## config.mk

```make
export PLATFORM = sky130hd
export DESIGN_NAME = wb_regfile
export DESIGN_NICKNAME = d
export VERILOG_FILES = /design/src/rtl/wb_regfile.sv
export SDC_FILE = /design/constraint.sdc
export NUM_CORES = 2
export LEC_CHECK = 0
export CAP_MARGIN = 15
export CORE_MARGIN = 5
export CORE_UTILIZATION = 45
export CTS_CLUSTER_DIAMETER = 50
export CTS_CLUSTER_SIZE = 28
export DETAILED_ROUTE_END_ITERATION = 10
export GPL_TIMING_DRIVEN = 0
export PLACE_DENSITY = 0.72
export SKIP_CTS_REPAIR_TIMING = 1
export SYNTH_ARGS = -nofsm -noshare
export SYNTH_HDL_FRONTEND = slang
export SYNTH_SLANG_ARGS = --single-unit
```

## constraint.sdc

```tcl
create_clock -name clk -period 5.3 [get_ports clk]
set_input_delay 1.06 -clock clk [delete_from_list [all_inputs] [get_ports clk]]
set_output_delay 1.06 -clock clk [all_outputs]
set_load 0.1 [all_outputs]
```

## src/rtl/wb_regfile.sv

```systemverilog
// Writeback-stage register file: selects load data (byte/half/word extract + extend) or ALU result,
// commits it to a 32x32 GPR array and serves two combinational read ports with same-cycle bypass.
// Latency: write data is combinational into the write path and visible in storage the next cycle;
// wb_*_out and retired_cnt are registered one cycle after the commit edge.
// Backpressure: none. One entry is accepted every cycle and the stage never stalls.
//
// Ports:
//   clk, rst                       clock (rising edge), synchronous active-high reset
//   wb_valid, wb_reg_write         entry is real / entry writes a register
//   wb_mem_to_reg                  1 = load data, 0 = ALU result
//   wb_mem_size, wb_mem_signed     load size (00 b, 01 h, 1x word) and sign-extend select
//   mem_data_in, alu_result_in     raw memory word; ALU result (bits [1:0] = load byte offset)
//   reg_dest_in                    destination index, only low index bits used
//   rs_addr/rs_data, rt_addr/rt_data   ID-stage read ports
//   wb_we_out, wb_addr_out, wb_data_out  registered commit for the hazard unit
//   retired_cnt                    count of committed register writes (wraps)
module wb_regfile #(
  parameter int NREG  = 32,
  parameter int DW    = 32,
  parameter int CNT_W = 32
) (
  input  logic                    clk,
  input  logic                    rst,
  input  logic                    wb_valid,
  input  logic                    wb_reg_write,
  input  logic                    wb_mem_to_reg,
  input  logic [1:0]              wb_mem_size,
  input  logic                    wb_mem_signed,
  input  logic [DW-1:0]           mem_data_in,
  input  logic [DW-1:0]           alu_result_in,
  input  logic [31:0]             reg_dest_in,
  input  logic [$clog2(NREG)-1:0] rs_addr,
  input  logic [$clog2(NREG)-1:0] rt_addr,
  output logic [DW-1:0]           rs_data,
  output logic [DW-1:0]           rt_data,
  output logic                    wb_we_out,
  output logic [$clog2(NREG)-1:0] wb_addr_out,
  output logic [DW-1:0]           wb_data_out,
  output logic [CNT_W-1:0]        retired_cnt
);

  localparam int AW = $clog2(NREG);

  logic [AW-1:0]    dest;
  logic             commit;
  logic [1:0]       off;
  logic [7:0]       byte_sel;
  logic [15:0]      half_sel;
  logic [DW-1:0]    load_ext;
  logic [DW-1:0]    wdata;

  logic [DW-1:0]    regs_q [NREG];
  logic [DW-1:0]    regs_d [NREG];
  logic             we_q, we_d;
  logic [AW-1:0]    addr_q, addr_d;
  logic [DW-1:0]    data_q, data_d;
  logic [CNT_W-1:0] cnt_q, cnt_d;

  // Upper destination bits carry no meaning here; fold them so they are visibly consumed.
  logic unused_dest_bits;
  assign unused_dest_bits = ^reg_dest_in[31:AW];

  assign dest   = reg_dest_in[AW-1:0];
  // Index 0 is hard-wired zero, so a write to it is not a commit at all (no write, no count).
  assign commit = wb_valid & wb_reg_write & (dest != '0);

  // Little-endian sub-word extraction. For halves only off[1] matters; a misaligned
  // half simply takes the half that contains the addressed byte.
  always_comb begin
    off      = alu_result_in[1:0];
    byte_sel = mem_data_in[{off, 3'b000} +: 8];
    half_sel = mem_data_in[{off[1], 4'b0000} +: 16];
    load_ext = mem_data_in;
    case (wb_mem_size)
      2'b00:   load_ext = {{(DW-8){wb_mem_signed & byte_sel[7]}}, byte_sel};
      2'b01:   load_ext = {{(DW-16){wb_mem_signed & half_sel[15]}}, half_sel};
      default: load_ext = mem_data_in;  // word, and the reserved encoding
    endcase
    wdata = wb_mem_to_reg ? load_ext : alu_result_in;
  end

  // Read ports: zero register, then same-cycle bypass of the value being committed, then storage.
  // The bypass is independent of rst, so reads still see the in-flight value during reset.
  always_comb begin
    if (rs_addr == '0)                  rs_data = '0;
    else if (commit && rs_addr == dest) rs_data = wdata;
    else                                rs_data = regs_q[rs_addr];

    if (rt_addr == '0)                  rt_data = '0;
    else if (commit && rt_addr == dest) rt_data = wdata;
    else                                rt_data = regs_q[rt_addr];
  end

  // Next-state: reset takes priority so a commit in the reset cycle is dropped entirely.
  always_comb begin
    regs_d = regs_q;
    we_d   = commit;
    addr_d = addr_q;
    data_d = data_q;
    cnt_d  = cnt_q;
    if (rst) begin
      for (int i = 0; i < NREG; i++) regs_d[i] = '0;
      we_d   = 1'b0;
      addr_d = '0;
      data_d = '0;
      cnt_d  = '0;
    end else if (commit) begin
      regs_d[dest] = wdata;
      addr_d       = dest;
      data_d       = wdata;
      cnt_d        = cnt_q + CNT_W'(1);  // wraps naturally at 2^CNT_W
    end
  end

  always_ff @(posedge clk) begin
    regs_q <= regs_d;
    we_q   <= we_d;
    addr_q <= addr_d;
    data_q <= data_d;
    cnt_q  <= cnt_d;
  end

  assign wb_we_out   = we_q;
  assign wb_addr_out = addr_q;
  assign wb_data_out = data_q;
  assign retired_cnt = cnt_q;

endmodule
```

==> impl_metrics.py <==
metrics = {
    "floorplanning": {
        "start_util_pct": 45.2,
        "die_x_um": 365,
        "fp.coreArea_um2": 125000,
        "die_y_um": 365,
        "pin_count": 248,
        "dieArea_um2": 133000,
        "placementRows": 130,
    },
    "yosys": {
        "netlist_area_um2": 56700,
        "synth_top_area_share_pct": 38.6,
        "ys_ff_latch": 1094,
        "yosysUniqueCellTypes": 75,
        "synth-warning-count": 0,
        "synth_edf_count": 0,
        "avgSynthCellArea_um2": 9.53,
        "synthFlopType": "dfxtp_1",
        "synth_seq_area_share_pct": 38.6,
        "netlist_instances": 5948,
        "async_reset_ff_share_pct": 0,
        "ys_top_cells_by_area": "dfxtp_1, mux4_2, a211oi_1",
        "yosys.area.top_type": "dfxtp_1",
        "synthesis.nets": 6063,
    },
    "setup_path": {
        "path_cells": "buf_2 > buf_2 > nor2b_1 > nand2_1 > nand3_1 > nor3_1 > a2111oi_4 > buf_6",
        "crit_slowest_cell": "nor2b_1",
        "critPathArrivalTime_ns": 4.49,
        "worstPathRequired_ns": 4.24,
        "r2r_slack_ns": 3.01,
        "crit_type": "in2out",
        "start_kind": "input pin",
        "cpMostUsedCell": "buf_2",
        "worstPathMaxFanout": 10,
        "crit_path_end_kind": "primary output",
        "cpPeakStageDelay_ns": 0.88,
    },
    "hold_path": {
        "hold_path_class": "reg2reg",
    },
    "placement": {
        "dp_hpwl_mm": 222,
        "place_congestion": 1.09,
        "place.port_buffers": 206,
    },
    "timing": {
        "timing.final.crit_share_pct": 105,
        "fmax_ghz": 0.180,
        "relSlewSlack_pct": 12.9,
        "tightest_slew_ns": 1.31,
        "hold_viol": 0,
        "slew_violations": 0,
        "skew_ns": 0.0123,
        "finalSetupTns_ns": -3.50,
        "hold_slack_ns": 0.455,
        "rsz0062_at_grt": "yes",
        "setup_viol": 46,
        "min_period_ns": 5.55,
        "setup_ws_ns": -0.245,
    },
    "power_and_ir_drop": {
        "p_switching_mw": 6.72,
        "seqPwrFrac_pct": 40.1,
        "share_comb_of_total_power_pct": 14.9,
        "p_clk_share_pct": 45.0,
        "leakagePower_nw": 21.5,
        "power_density_nw_per_um2": 314,
        "vdd_ir_drop_max_mv": 0.282,
        "sw_frac_of_total_pct": 32.3,
        "internal-power_mw": 14.1,
    },
    "cts": {
        "clkTransAtPathRegs_ns": 0.06,
        "clockBufferDepth": 3,
        "cts_tree": "built",
        "clock_sinks": 1094,
        "root_buffer": "clkbuf_16",
        "htree_levels": 3,
        "insertion_delay_ns": 0.76,
        "cts_made_buffers": 121,
    },
    "route": {
        "drc": 0,
        "totalWireLength_mm": 285,
        "post_drt_wl_per_cell_um": 35.4,
        "ant_nets": 0,
        "dr_total_vias": 55900,
        "drt_iter0_markers": 9143,
        "vias_per_cell": 6.94,
        "firstDrtPassIters": 7,
    },
    "outcome": {
        "status": "finished with violations",
        "violations": "setup timing",
    },
    "job": {
        "cap_violations": 0,
    },
    "global_routing": {
        "grt_pass1_vias": 52500,
        "track_usage_pct": 41.2,
        "grt_first_pass_wirelength_mm": 391,
        "overflow": 0,
        "grt_max_degree": 21,
        "grt_antenna_before_repair": 19,
    },
    "layout": {
        "area_delta_synth_final_pct": 16.9,
        "nNetsFinal": 6407,
        "drive_above_1_share_pct": 20.5,
    },
}
==> kinds of logic after synthesis <==
kind of cell / count (synthesis) / share of synthesized area (%)
fa+ha+maj: 1 / 0.0221
mux: 675 / 20.3
simple gates: 1734 / 13.0
buf+inv: 732 / 6.14
xor+xnor: 35 / 0.541
compound gates: 1677 / 21.4
flops: 1094 / 38.6
==> cell usage in the layout (no fill, tap or decap), types with 78 or more instances in the layout <==
cell / n
nor2_1: 869
a22oi_1: 133
a211oi_1: 770
o21ai_0: 78
mux2i_1: 175
mux2_2: 135
clkdlybuf4s50_1: 141
nand3_1: 223
a21oi_1: 305
dfxtp_1: 1094
clkbuf_1: 292
o22ai_1: 105
nand2_1: 419
mux4_2: 364
clkbuf_16: 121
buf_2: 208
==> synth_stat cells (133+ instances only) <==
| cell | count |
|---|---|
| a211oi_1 | 793 |
| a21oi_1 | 310 |
| a22oi_1 | 133 |
| buf_2 | 222 |
| clkbuf_1 | 346 |
| dfxtp_1 | 1094 |
| mux2_2 | 135 |
| mux2i_1 | 175 |
| mux4_2 | 364 |
| nand2_1 | 421 |
| nand3_1 | 223 |
| nor2_1 | 872 |
==> layout make-up <==
cell class                 instances  area, um2
clock buffer                     125       3080
multi-input combinational       4122      32000
inverter                          19       71.3
timing repair buffer             226       2160
antenna                           13       32.5
fill                           11500      59100
sequential                      1094      21900
buffer                           708       3630
tap                             1650       2060
clock inverter                   101       1300
==> worst max-delay path, delay by kind of cell <==
family                 cells  cell delay [ns]
AO/OA/AOI/OAI              1             0.67
buffers and inverters      3             1.30
AND/OR/NAND/NOR            4             1.41
==> stage by stage <==
| stage | utilization [%] | instances | setup slack, ns | power, mW | instance area [um2] |
|---|---|---|---|---|---|
| final | 52.9 | 8058 | -0.245 | 20.8 | 66300 |
| after global routing | 52.8 | 8045 | -0.0617 | 21.0 | 66300 |
| after CTS | 52.2 | 8038 | -2.23 | 20.5 | 65500 |
| after detailed placement | 48.7 | 7812 | -2.22 | 11.4 | 61100 |
| after global placement | 48.6 | 7804 | -2.23 | 11.4 | 61000 |
| after floorplan | - | 5948 | -0.341 | 10.2 | 56800 |
==> power by group through the flow <==
stage / Combinational, mW / Sequential (mW) / Clock [mW]
2_1_floorplan: 1.57 / 8.64 / 0
3_3_place_gp: 2.85 / 8.52 / 0
3_5_place_dp: 2.87 / 8.52 / 0
5_1_grt: 3.09 / 8.34 / 9.61
6_report: 3.10 / 8.34 / 9.35
4_1_cts: 2.88 / 8.33 / 9.28
==> worst paths after layout <==
check                         startpoint                      endpoint  depth (start not counted)
max                           rt_addr[2]                   rt_data[31]                          8
min          wb_data_out[3]$_SDFFE_PP0P_   wb_data_out[3]$_SDFFE_PP0P_                          2
max reg2reg  retired_cnt[0]$_SDFFE_PP0P_  retired_cnt[22]$_SDFFE_PP0P_                          7
min reg2reg  wb_data_out[3]$_SDFFE_PP0P_   wb_data_out[3]$_SDFFE_PP0P_                          2
==> sequential cells by signal, indices dropped and copies added (netlist names) <==
name / cells
wb_data_out: 32
regs_q: 1024
wb_addr_out: 5
wb_we_out: 1
retired_cnt: 32
==> routing by layer <==
metal	global-route usage (%)	wire length [um]
met1	49.3	102000
met2	60.5	119000
met3	16.1	39800
met4	29.6	24500
met5	0	57
Note: power is estimated with default switching activity, not from simulation.
